[src/rtl/id_ex_alu_decode.sv]
// ID/EX boundary: decodes a MIPS instruction into ALU controls and registers them,
// with hazard-unit stall (hold) and flush (bubble) controls.
module id_ex_alu_decode (
  input  logic        clk,
  input  logic        reset,
  input  logic [31:0] InstrD,
  input  logic        ValidD,
  input  logic        StallE,
  input  logic        FlushE,
  output logic [3:0]  ALUControlE,
  output logic        ALUSrcE,
  output logic        ShamtSelE,
  output logic [4:0]  ShamtE,
  output logic [31:0] ImmE,
  output logic        RegWriteE,
  output logic        RegDstE,
  output logic        ValidE,
  output logic        IllegalE
);

  localparam logic [3:0] ALU_ADDU = 4'b0000, ALU_ADD  = 4'b0001,
                         ALU_SUBU = 4'b0010, ALU_SUB  = 4'b0011,
                         ALU_SLTU = 4'b0100, ALU_SLT  = 4'b0101,
                         ALU_SLL  = 4'b0110, ALU_SLLV = 4'b0111,
                         ALU_SRL  = 4'b1000, ALU_SRLV = 4'b1001,
                         ALU_SRA  = 4'b1010, ALU_SRAV = 4'b1011,
                         ALU_AND  = 4'b1100, ALU_OR   = 4'b1101,
                         ALU_XOR  = 4'b1110, ALU_NOR  = 4'b1111;

  logic [5:0]  op;
  logic [5:0]  funct;
  logic [31:0] imm_sext;
  logic [31:0] imm_zext;

  assign op       = InstrD[31:26];
  assign funct    = InstrD[5:0];
  assign imm_sext = {{16{InstrD[15]}}, InstrD[15:0]};
  assign imm_zext = {16'b0, InstrD[15:0]};

  logic [3:0]  alu_control_next;
  logic        alu_src_next;
  logic        shamt_sel_next;
  logic [4:0]  shamt_next;
  logic [31:0] imm_next;
  logic        reg_write_next;
  logic        reg_dst_next;
  logic        illegal_next;

  always_comb begin
    alu_control_next = ALU_ADDU;
    alu_src_next     = 1'b0;
    shamt_sel_next   = 1'b0;
    shamt_next       = 5'd0;
    imm_next         = 32'd0;
    reg_write_next   = 1'b0;
    reg_dst_next     = 1'b0;
    illegal_next     = 1'b0;

    case (op)
      6'h00: begin
        reg_dst_next   = 1'b1;
        reg_write_next = 1'b1;
        case (funct)
          6'h21: alu_control_next = ALU_ADDU;
          6'h20: alu_control_next = ALU_ADD;
          6'h23: alu_control_next = ALU_SUBU;
          6'h22: alu_control_next = ALU_SUB;
          6'h2B: alu_control_next = ALU_SLTU;
          6'h2A: alu_control_next = ALU_SLT;
          6'h04: alu_control_next = ALU_SLLV;
          6'h06: alu_control_next = ALU_SRLV;
          6'h07: alu_control_next = ALU_SRAV;
          6'h24: alu_control_next = ALU_AND;
          6'h25: alu_control_next = ALU_OR;
          6'h26: alu_control_next = ALU_XOR;
          6'h27: alu_control_next = ALU_NOR;
          6'h00, 6'h02, 6'h03: begin
            // Constant shifts feed the shamt field into the A operand.
            alu_control_next = (funct == 6'h00) ? ALU_SLL :
                               (funct == 6'h02) ? ALU_SRL : ALU_SRA;
            shamt_sel_next   = 1'b1;
            shamt_next       = InstrD[10:6];
          end
          default: begin
            illegal_next   = 1'b1;
            reg_dst_next   = 1'b0;
            reg_write_next = 1'b0;
          end
        endcase
      end
      6'h08: begin alu_control_next = ALU_ADD;  alu_src_next = 1'b1; imm_next = imm_sext; reg_write_next = 1'b1; end
      6'h09: begin alu_control_next = ALU_ADDU; alu_src_next = 1'b1; imm_next = imm_sext; reg_write_next = 1'b1; end
      6'h0A: begin alu_control_next = ALU_SLT;  alu_src_next = 1'b1; imm_next = imm_sext; reg_write_next = 1'b1; end
      6'h0B: begin alu_control_next = ALU_SLTU; alu_src_next = 1'b1; imm_next = imm_sext; reg_write_next = 1'b1; end
      6'h0C: begin alu_control_next = ALU_AND;  alu_src_next = 1'b1; imm_next = imm_zext; reg_write_next = 1'b1; end
      6'h0D: begin alu_control_next = ALU_OR;   alu_src_next = 1'b1; imm_next = imm_zext; reg_write_next = 1'b1; end
      6'h0E: begin alu_control_next = ALU_XOR;  alu_src_next = 1'b1; imm_next = imm_zext; reg_write_next = 1'b1; end
      6'h0F: begin
        // LUI is computed as imm << 16 on the ALU's shifter.
        alu_control_next = ALU_SLL;
        alu_src_next     = 1'b1;
        shamt_sel_next   = 1'b1;
        shamt_next       = 5'd16;
        imm_next         = imm_zext;
        reg_write_next   = 1'b1;
      end
      6'h23: begin alu_control_next = ALU_ADDU; alu_src_next = 1'b1; imm_next = imm_sext; reg_write_next = 1'b1; end
      6'h2B: begin alu_control_next = ALU_ADDU; alu_src_next = 1'b1; imm_next = imm_sext; end
      6'h04, 6'h05: begin
        // Branch compare uses rs - rt; the offset still travels in ImmE.
        alu_control_next = ALU_SUBU;
        imm_next         = imm_sext;
      end
      default: illegal_next = 1'b1;
    endcase
  end

  always_ff @(posedge clk) begin
    if (reset || FlushE || (!StallE && !ValidD)) begin
      ALUControlE <= ALU_ADDU;
      ALUSrcE     <= 1'b0;
      ShamtSelE   <= 1'b0;
      ShamtE      <= 5'd0;
      ImmE        <= 32'd0;
      RegWriteE   <= 1'b0;
      RegDstE     <= 1'b0;
      ValidE      <= 1'b0;
      IllegalE    <= 1'b0;
    end else if (!StallE) begin
      ALUControlE <= alu_control_next;
      ALUSrcE     <= alu_src_next;
      ShamtSelE   <= shamt_sel_next;
      ShamtE      <= shamt_next;
      ImmE        <= imm_next;
      RegWriteE   <= reg_write_next;
      RegDstE     <= reg_dst_next;
      ValidE      <= 1'b1;
      IllegalE    <= illegal_next;
    end
  end

endmodule

[config.mk]
export PLATFORM = sky130hd
export DESIGN_NAME = id_ex_alu_decode
export DESIGN_NICKNAME = d
export VERILOG_FILES = /design/src/rtl/id_ex_alu_decode.sv
export SDC_FILE = /design/constraint.sdc
export NUM_CORES = 1
export LEC_CHECK = 0
export CORE_MARGIN = 2
export CORE_UTILIZATION = 36
export DETAILED_ROUTE_END_ITERATION = 10
export GPL_ROUTABILITY_DRIVEN = 0
export GPL_TIMING_DRIVEN = 0
export PLACE_DENSITY = 0.81
export SETUP_SLACK_MARGIN = 0.5
export SLEW_MARGIN = 20
export SYNTH_ARGS = -nofsm -noshare
export SYNTH_HDL_FRONTEND = slang
export SYNTH_SLANG_ARGS = --single-unit
[constraint.sdc]
create_clock -name clk -period 1.4 [get_ports clk]
set_clock_uncertainty 0.1 [all_clocks]
set_input_delay 0.21 -clock clk [delete_from_list [all_inputs] [get_ports clk]]
set_output_delay 0.21 -clock clk [all_outputs]
set_load 0.02 [all_outputs]
==> metrics.md, run 1 <==
| Metric | Value |
|---|---|
| Final Setup Violations | 0 |
| Vias | between 2k and 2.5k |
| Worst slew margin | 0.758 |
| Port bufs | about 70 |
| Unrepaired setup endpoints after global routing | yes |
| Crit share post-route | 0.978 |
| Sink Count | 32 |
| Hold Crit Endpoint | ImmE[1]$_SDFFE_PP0N_ |
| Final Hold Fails | 0 |
| F_max | 730 MHz |
| Async S/R FF share, synth | 0 |
| Crit-path max cell delay | slightly below 0.3 ns |
| GRT Util Overall | 0.250 |
| Leakage | ~1.5 nW |
| Ys Warns | 0 |
| Worst Setup End Kind | register |
| Crit-path cells | buf_12 -> buf_4 -> or2b_1 -> nor2_1 -> a41oi_2 -> a221oi_2 |
| Sequential share of the synthesized area | 0.375 |
| Antenna-violating nets left | 0 |
| Reg2reg end | ALUControlE[0]$_SDFFE_PP0N_ |
| Cts bufs inserted | 5 |
| Starting DRC count in detailed routing | approximately 180 |
| Max clock buf depth | 2 |
| Die height | about 73 um |
| Die width | around 73 um |
| Post-Syn Nets | around 240 |
| Finished Layout Cells | 390 |
| Cell taking the most area after synthesis | dfxtp_1 |
| Worst hold path class | input pin to register |
| Drt total wl | about 7400 um |
| Core area | between 0.004 and 0.005 sq mm |
| Setup_tns | 0 ns |
| Commonest non-fill, non-tap cell in the layout | buf_6 |
| CTS tree | yes |
| Largest register FFs | 17 |
| CTS Hold Bufs | 0 |
| Max-Cap Viols | 0 |
| WS Path Type | input pin to register |
| # IOs | 84 |
| Worst R2R Start | ALUControlE[0]$_SDFFE_PP0N_ |
| Seq cells post-synth | 32 |
| Insertion delay to the later sink of the worst-skew pair | a little under 0.3 ns |
| R2R Setup Slk | between 0.3 and 0.4 ns |
| Clock transition at the registers of the reported paths | 0.07 ns |
| Root Buffer | clkbuf_8 |
| Startpoint types | input pin |
| Reg2Reg Depth | 2 |
| Biggest regs | ImmE x17, ShamtE x5, ALUControlE x4 |
| PwrDens | 647 mW/mm^2 |
| Final net count | between 300 and 400 |
| First-pass GRT wire length | ~10000 um |
| Largest net degree at the start of global routing | 11 |
| Peak VDD IR | 0.488 mV |
| Synth unique cells | 46 |
| EDFF count, synth | 0 |
| Status | finished clean |
| Synth area leaders | dfxtp_1 38%, a21oi_1 7.3%, buf_4 6.6%, nand3b_1 5.3%, nand2_1 3.7% |
| Max-slew violation count | 0 |
| Avg Vias per Cell | 5.38 |
| Synth Cell Area | 0.00171 sq mm |
| Post-DR wirelength/cell | approximately 19 um |
| Worst-Margin Slew | roughly 0.36 ns |
| Antenna diode count | 0 |
| Synth-to-Final Area Change | 117% |
| CP arrival | 1.47 ns |
| Clock period minus worst slack | roughly 1.4 ns |
| Most common flop cell mapped by yosys | dfxtp_1 |
| # fillers | roughly 260 |
| DP HPWL | about 3400 um |
| Total power | 0.00240 W |
| Remaining Overflow, GRT | 0 |
| Synth top area share | 0.375 |
| Most frequent cells in the layout | 79 x buf_6, 38 x buf_4, 30 x dfxtp_2 |
| # placed instances | about 330 |
| Vias in the first global route | between 2k and 2.5k |
| Slowest CP cell | nor2_1 |
| Initial core utilization | 0.366 |
| Initial antenna violation count | 0 |
| DIE AREA | 0.00531 sq mm |
| CP max FO | 3 |
| H-tree depth | 2 |
| Share of layout cells above drive strength 1 | 0.696 |
| Syn Area/Cell | between 8 and 9 sq um |
| Biggest register | ImmE |
| Worst Hold Depth | 3 |
| DRC viols | 0 |
| Count of mapped cells out of synthesis | 204 |
| Num rows | 25 |
| Drt first pass iters | 5 |
| CP Data Required Time | around 1.5 ns |
| HP Start | InstrD[1] |
[worst max-delay path: cells and delay by family]
kind            cells  cell delay [ns]
simple gates        2             0.56
buf+inv             2             0.18
compound gates      2             0.52
[worst max-delay path by stage]
stage / from / to / depth (start not counted) / slack [ns]
3_3_place_gp: InstrD[27] / ShamtE[4]$_SDFFE_PP0N_ / 6 / -0.76
5_1_grt: InstrD[3] / ALUControlE[0]$_SDFFE_PP0N_ / 7 / 0.003
6_report: InstrD[29] / ShamtE[4]$_SDFFE_PP0N_ / 6 / 0.03
3_5_place_dp: InstrD[27] / ShamtE[4]$_SDFFE_PP0N_ / 6 / -0.79
4_1_cts: ImmE[30]$_SDFFE_PP0N_ / ImmE[28] / 3 / 0.08
2_1_floorplan: InstrD[30] / ShamtE[4]$_SDFFE_PP0N_ / 6 / -0.05
[power breakdown]
part           leakage [nW]  switching, W  internal, W
Clock                0.0552      0.000360     0.000528
Sequential            0.275    0.00000766     0.000918
Combinational          1.16      0.000276     0.000309
[timing repair]
action,CTS,global route
pin swaps,31,19
gates resized for setup,449,25
setup buffers,40,11
setup endpoints to repair,79,79
hold endpoints to repair,0,0
cloned,4,0
[area by class of cell]
cell class | count | area, sq um | area share
plain buffers | 29 | 403 | 0.109
clock buffers | 6 | 72.6 | 0.0196
clock inverters | 2 | 35.0 | 0.00945
inverters | 9 | 33.8 | 0.00911
multi-input cells | 134 | 1140 | 0.309
flip-flops and latches | 32 | 686 | 0.185
well taps | 54 | 67.6 | 0.0182
repair buffers | 124 | 1270 | 0.341
[synthesized netlist by cell type (all sizes together), types with 6 or more instances]
library cell,n
o21ai,6
nor2b,6
a22oi,8
nand3b,12
dfxtp,32
inv,9
nand2,17
buf,20
a21oi,26
clkbuf,9
nor2,16
[routing by layer]
layer	vias to the layer above	wire length (um)	global-route usage	share of wire
met3	25	450	0.0539	0.061
met5	-	0	0	0
met2	106	3850	0.451	0.52
li1	960	-	-	-
met1	1006	2860	0.286	0.38
met4	0	272	0.101	0.037
[logic make-up (layout without fill, tap and decap cells)]
logic type / after synthesis / after routing / share of synthesized area
AOI/OAI and AO/OA: 56 / 56 / 0.219
muxes: 1 / 1 / 0.00586
and+or+nand+nor: 74 / 74 / 0.256
DFF: 32 / 32 / 0.375
xor gates and xnor gates: 3 / 3 / 0.0154
buffers and inverters: 38 / 170 / 0.128
[stage by stage]
stage | utilization | hold WS, ns | setup slack [ns] | instance area (sq um)
6_report | 0.796 | 0.0879 | 0.0309 | 3710
5_1_grt | 0.796 | 0.0858 | 0.00347 | 3710
4_1_cts | 0.759 | 0.0901 | 0.0763 | 3540
3_5_place_dp | 0.565 | 0.354 | -0.786 | 2640
3_3_place_gp | 0.565 | 0.350 | -0.764 | 2640
2_1_floorplan | - | 0.268 | -0.0534 | 1880
Power figures use the tool's default switching activity.
==> run 2: changes to the inputs <==
--- a/config.mk
+++ b/config.mk
@@ -6,10 +6,10 @@
 export NUM_CORES = 1
 export LEC_CHECK = 0
-export CORE_MARGIN = 2
-export CORE_UTILIZATION = 36
+export ABC_AREA = 1
+export CORE_UTILIZATION = 38
 export DETAILED_ROUTE_END_ITERATION = 10
 export GPL_ROUTABILITY_DRIVEN = 0
 export GPL_TIMING_DRIVEN = 0
-export PLACE_DENSITY = 0.81
+export PLACE_DENSITY = 0.82
 export SETUP_SLACK_MARGIN = 0.5
 export SLEW_MARGIN = 20
==> constraint.sdc (replaced) <==
create_clock -name clk -period 1.4 [get_ports clk]
set_clock_uncertainty 0.1 [all_clocks]
set_input_delay 0.28 -clock clk [delete_from_list [all_inputs] [get_ports clk]]
set_output_delay 0.28 -clock clk [all_outputs]
set_load 0.02 [all_outputs]
==> run 2 against run 1 <==
Against the previous run: the flow now finishes with violations (negative setup slack); clock power up 4.3%; maximum frequency is 4.6% lower; register-to-register slack improved by 0.07 ns; design area is 10% higher; critical path depth grew 2; critical endpoint is now ImmE[10]$_SDFFE_PP0N_.
==> metrics.md, run 2 <==
| Metric | Value |
|---|---|
| CP max FO | 5 (+2) |
| Crit path capture | ImmE[10]$_SDFFE_PP0N_ |
| Reg2reg end | ImmE[6]$_SDFFE_PP0N_ |
| Ys Warns | 0 (unchanged) |
| Syn Area/Cell | 7.29 sq um (-13%) |
| Drt first pass iters | 6 (+1) |
| Final Hold Fails | 0 (unchanged) |
| Biggest register | ImmE |
| Top-count cell post-synth | nand2_1 |
| Final net count | 427 (+15%) |
| Reg2Reg Depth | 4 (+2) |
| CP arrival | 1.55 ns (+0.08 ns) |
| Post-Synth Simple-Gate Area | 0.388 (+0.131) |
| Worst hold path class | input pin to register |
| F_max | 697 MHz (-4.6%) |
| Cell taking the most area after synthesis | dfxtp_1 |
| DP HPWL | 3920 um (+15%) |
| Sequential share of the synthesized area | 0.337 (-0.0385) |
| Synth-to-Final Area Change | 115% |
| Async S/R FF share, synth | 0 (unchanged) |
| Synth unique cells | 30 (-35%) |
| Most common flop cell mapped by yosys | dfxtp_1 |
| Port bufs | 73 (+5.8%) |
| Largest net degree at the start of global routing | 12 (+1) |
| Synth area leaders | dfxtp_1 34%, nand2_1 13%, buf_4 6.7%, nand3_2 6.3%, nand3_1 5.5% |
| Largest register FFs | 17 (unchanged) |
| Critical Path Start | InstrD[31] |
| Largest family of logic cells by synthesized area | simple AND/OR/NAND/NOR gates |
| Biggest regs | ImmE x17, ShamtE x5, ALUControlE x4 |
| Share of layout cells above drive strength 1 | 0.737 (+0.0401) |
| Most frequent cells in the layout | 85 x buf_6, 55 x nand2_1, 30 x dfxtp_2, 30 x buf_4, 26 x a21oi_2 |
| Cts bufs inserted | 5 (unchanged) |
| Remaining Overflow, GRT | 0 (unchanged) |
| Die width | 72.8 um (-0.15%) |
| Core area | 0.00479 sq mm (+2.7%) |
| Num rows | 25 (unchanged) |
| Initial core utilization | 0.398 (+0.0312) |
| Antenna diode count | 0 (unchanged) |
| # fillers | 214 (-16%) |
| Post-synth top cells | 68 x nand2_1, 32 x dfxtp_1, 21 x nand3_1 |
| Drt total wl | 8580 um (+15%) |
| Post-DR wirelength/cell | 18.7 um (-1.7%) |
| R2R Setup Slk | 0.46 ns (+0.07 ns) |
| EDFF count, synth | 0 (unchanged) |
| Synth Area in XOR/XNOR | 0 (-0.0154) |
| Post-Syn Nets | 298 (+24%) |
| Total power | 0.00257 W (+7.1%) |
| Crit share post-route | 1.02 (+0.0470) |
| Worst slew margin | 0.798 (+0.0392) |
| PwrDens | 629 mW/mm^2 (-2.8%) |
| Vias in the first global route | 2252 (+6.2%) |
| CTS tree | yes |
| Startpoint types | input pin |
| Mux contribution to synthesized area | 0 (-0.00586) |
| Seq cells post-synth | 32 (unchanged) |
| CP Data Required Time | 1.52 ns (+0.02 ns) |
| Max-slew violation count | 0 (unchanged) |
| Avg Vias per Cell | 5.50 (+2.2%) |
| FF+latch area | 686 sq um (unchanged) |
| Area of the multi-input gates | 0.00145 sq mm (+26%) |
| Unrepaired setup endpoints after global routing | yes |
| Failing checks | negative setup slack |
| Synth Cell Area | 0.00190 sq mm (+11%) |
| H-tree depth | 2 (unchanged) |
| Peak VDD IR | 0.535 mV (+9.6%) |
| Insertion delay to the later sink of the worst-skew pair | 0.29 ns (about the same) |
| CTS Hold Bufs | 0 (unchanged) |
| Initial antenna violation count | 0 (unchanged) |
| GRT Util Overall | 0.259 (+0.00880) |
| Root Buffer | clkbuf_8 |
| Antenna-violating nets left | 0 (unchanged) |
| Worst Setup End Kind | register |
| Final Setup Violations | 11 (+11) |
| DIE AREA | 0.00529 sq mm (-0.30%) |
| Post-Synth Adder-Cell Area | 0 (unchanged) |
| Synth top area share | 0.337 (-0.0385) |
| Commonest non-fill, non-tap cell in the layout | buf_6 |
| Die height | 72.8 um (-0.15%) |
| Worst setup margin | -0.0349 ns (-0.0658 ns) |
| Sink Count | 32 (unchanged) |
| Count of mapped cells out of synthesis | 261 (+28%) |
| WS Path Type | input pin to register |
| Max clock buf depth | 2 (unchanged) |
| Setup_tns | -0.0640 ns (-0.0640 ns) |
| # IOs | 84 (unchanged) |
| Worst R2R Start | ImmE[6]$_SDFFE_PP0N_ |
| Clock period minus worst slack | 1.43 ns (+0.0658 ns) |
| Worst-Margin Slew | 0.301 ns (-0.0602 ns) |
| Starting DRC count in detailed routing | 222 (+25%) |
| First-pass GRT wire length | 10500 um (+2.1%) |
| Clock transition at the registers of the reported paths | 0.08 ns (about the same) |
| DRC viols | 0 (unchanged) |
| Vias | 2518 (+20%) |
| Max-Cap Viols | 0 (unchanged) |
| Leakage | 1.69 nW (+14%) |
| Compound-gate portion of the synthesized area | 0.140 (-0.0790) |
| Status | finished with violations |
run 2: cell types whose count changed after synthesis, moves of 6 or more:
cell	previous run	this run
nand2_1	17	68
nand3_1	2	21
nand3_2	1	12
nand3b_1	12	1
a21oi_2	0	10
a22oi_1	8	0
inv_2	0	7
a21oi_1	25	19
nor2b_1	6	0
run 2: repair_timing:
item                                    4_1_cts  5_1_grt
setup buffers                                28       18
gates cloned                                  3        0
pin swaps                                    46       32
resized for setup                           467       58
endpoints found under the setup margin       79       79
run 2: worst min-delay path by stage:
stage,from,to,slack (ns),cells past startpoint
floorplan,InstrD[0],ImmE[0]$_SDFFE_PP0N_,0.32,2
global placement,ImmE[6]$_SDFFE_PP0N_,ImmE[6]$_SDFFE_PP0N_,0.35,2
detailed placement,ALUControlE[1]$_SDFFE_PP0N_,ALUControlE[1]$_SDFFE_PP0N_,0.36,2
CTS,InstrD[2],ImmE[2]$_SDFFE_PP0N_,0.16,3
global route,InstrD[2],ImmE[2]$_SDFFE_PP0N_,0.15,3
finish,InstrD[2],ImmE[2]$_SDFFE_PP0N_,0.16,3
run 2: per-stage QoR:
step / area, sq um / std cells / worst slack, ns / util / hold WS [ns]
floorplan: 2110 / 261 / 0.149 / - / 0.323
global placement: 2930 / 401 / -0.668 / 0.612 / 0.350
detailed placement: 2930 / 401 / -0.718 / 0.612 / 0.355
CTS: 3670 / 440 / 0.00477 / 0.767 / 0.159
global route: 4090 / 458 / -0.0526 / 0.854 / 0.153
finish: 4090 / 458 / -0.0349 / 0.854 / 0.156
run 2: cell families (layout without fill, tap and decap cells):
group,after synthesis,after routing
AO/OA/AOI/OAI,42,42
AND/OR/NAND/NOR,141,141
flip-flops,32,32
buffers and inverters,46,176
run 2: area by class of cell:
class | count | area share
repair buffers | 122 | 0.327
multi-input cells | 183 | 0.354
clock inverters | 3 | 0.0104
well taps | 67 | 0.0205
plain buffers | 25 | 0.0714
inverters | 21 | 0.0322
flip-flops and latches | 32 | 0.168
clock buffers | 5 | 0.0168
run 2: power breakdown:
| group | internal, W | leakage [nW] | switching, W |
|---|---|---|---|
| sequential | 0.000919 | 0.275 | 0.00000978 |
| combinational | 0.000332 | 1.36 | 0.000381 |
| clock | 0.000527 | 0.0541 | 0.000399 |
run 2: layer usage:
metal | routed length [um] | vias to the layer above | share of wire | track usage
met3 | 675 | 42 | 0.079 | 0.0539
met1 | 3310 | 1192 | 0.39 | 0.295
met2 | 4260 | 175 | 0.50 | 0.475
met4 | 333 | 0 | 0.039 | 0.0959
li1 | - | 1109 | - | -
met5 | 0 | - | 0 | 0
run 2: worst max-delay path: stages:
cell and delay, ns:
buf_8 0.10, nor2_4 0.20, nand4_1 0.28, nand3_4 0.19, buf_6 0.13, buf_12 0.13, nand3_4 0.08, a21oi_2 0.16
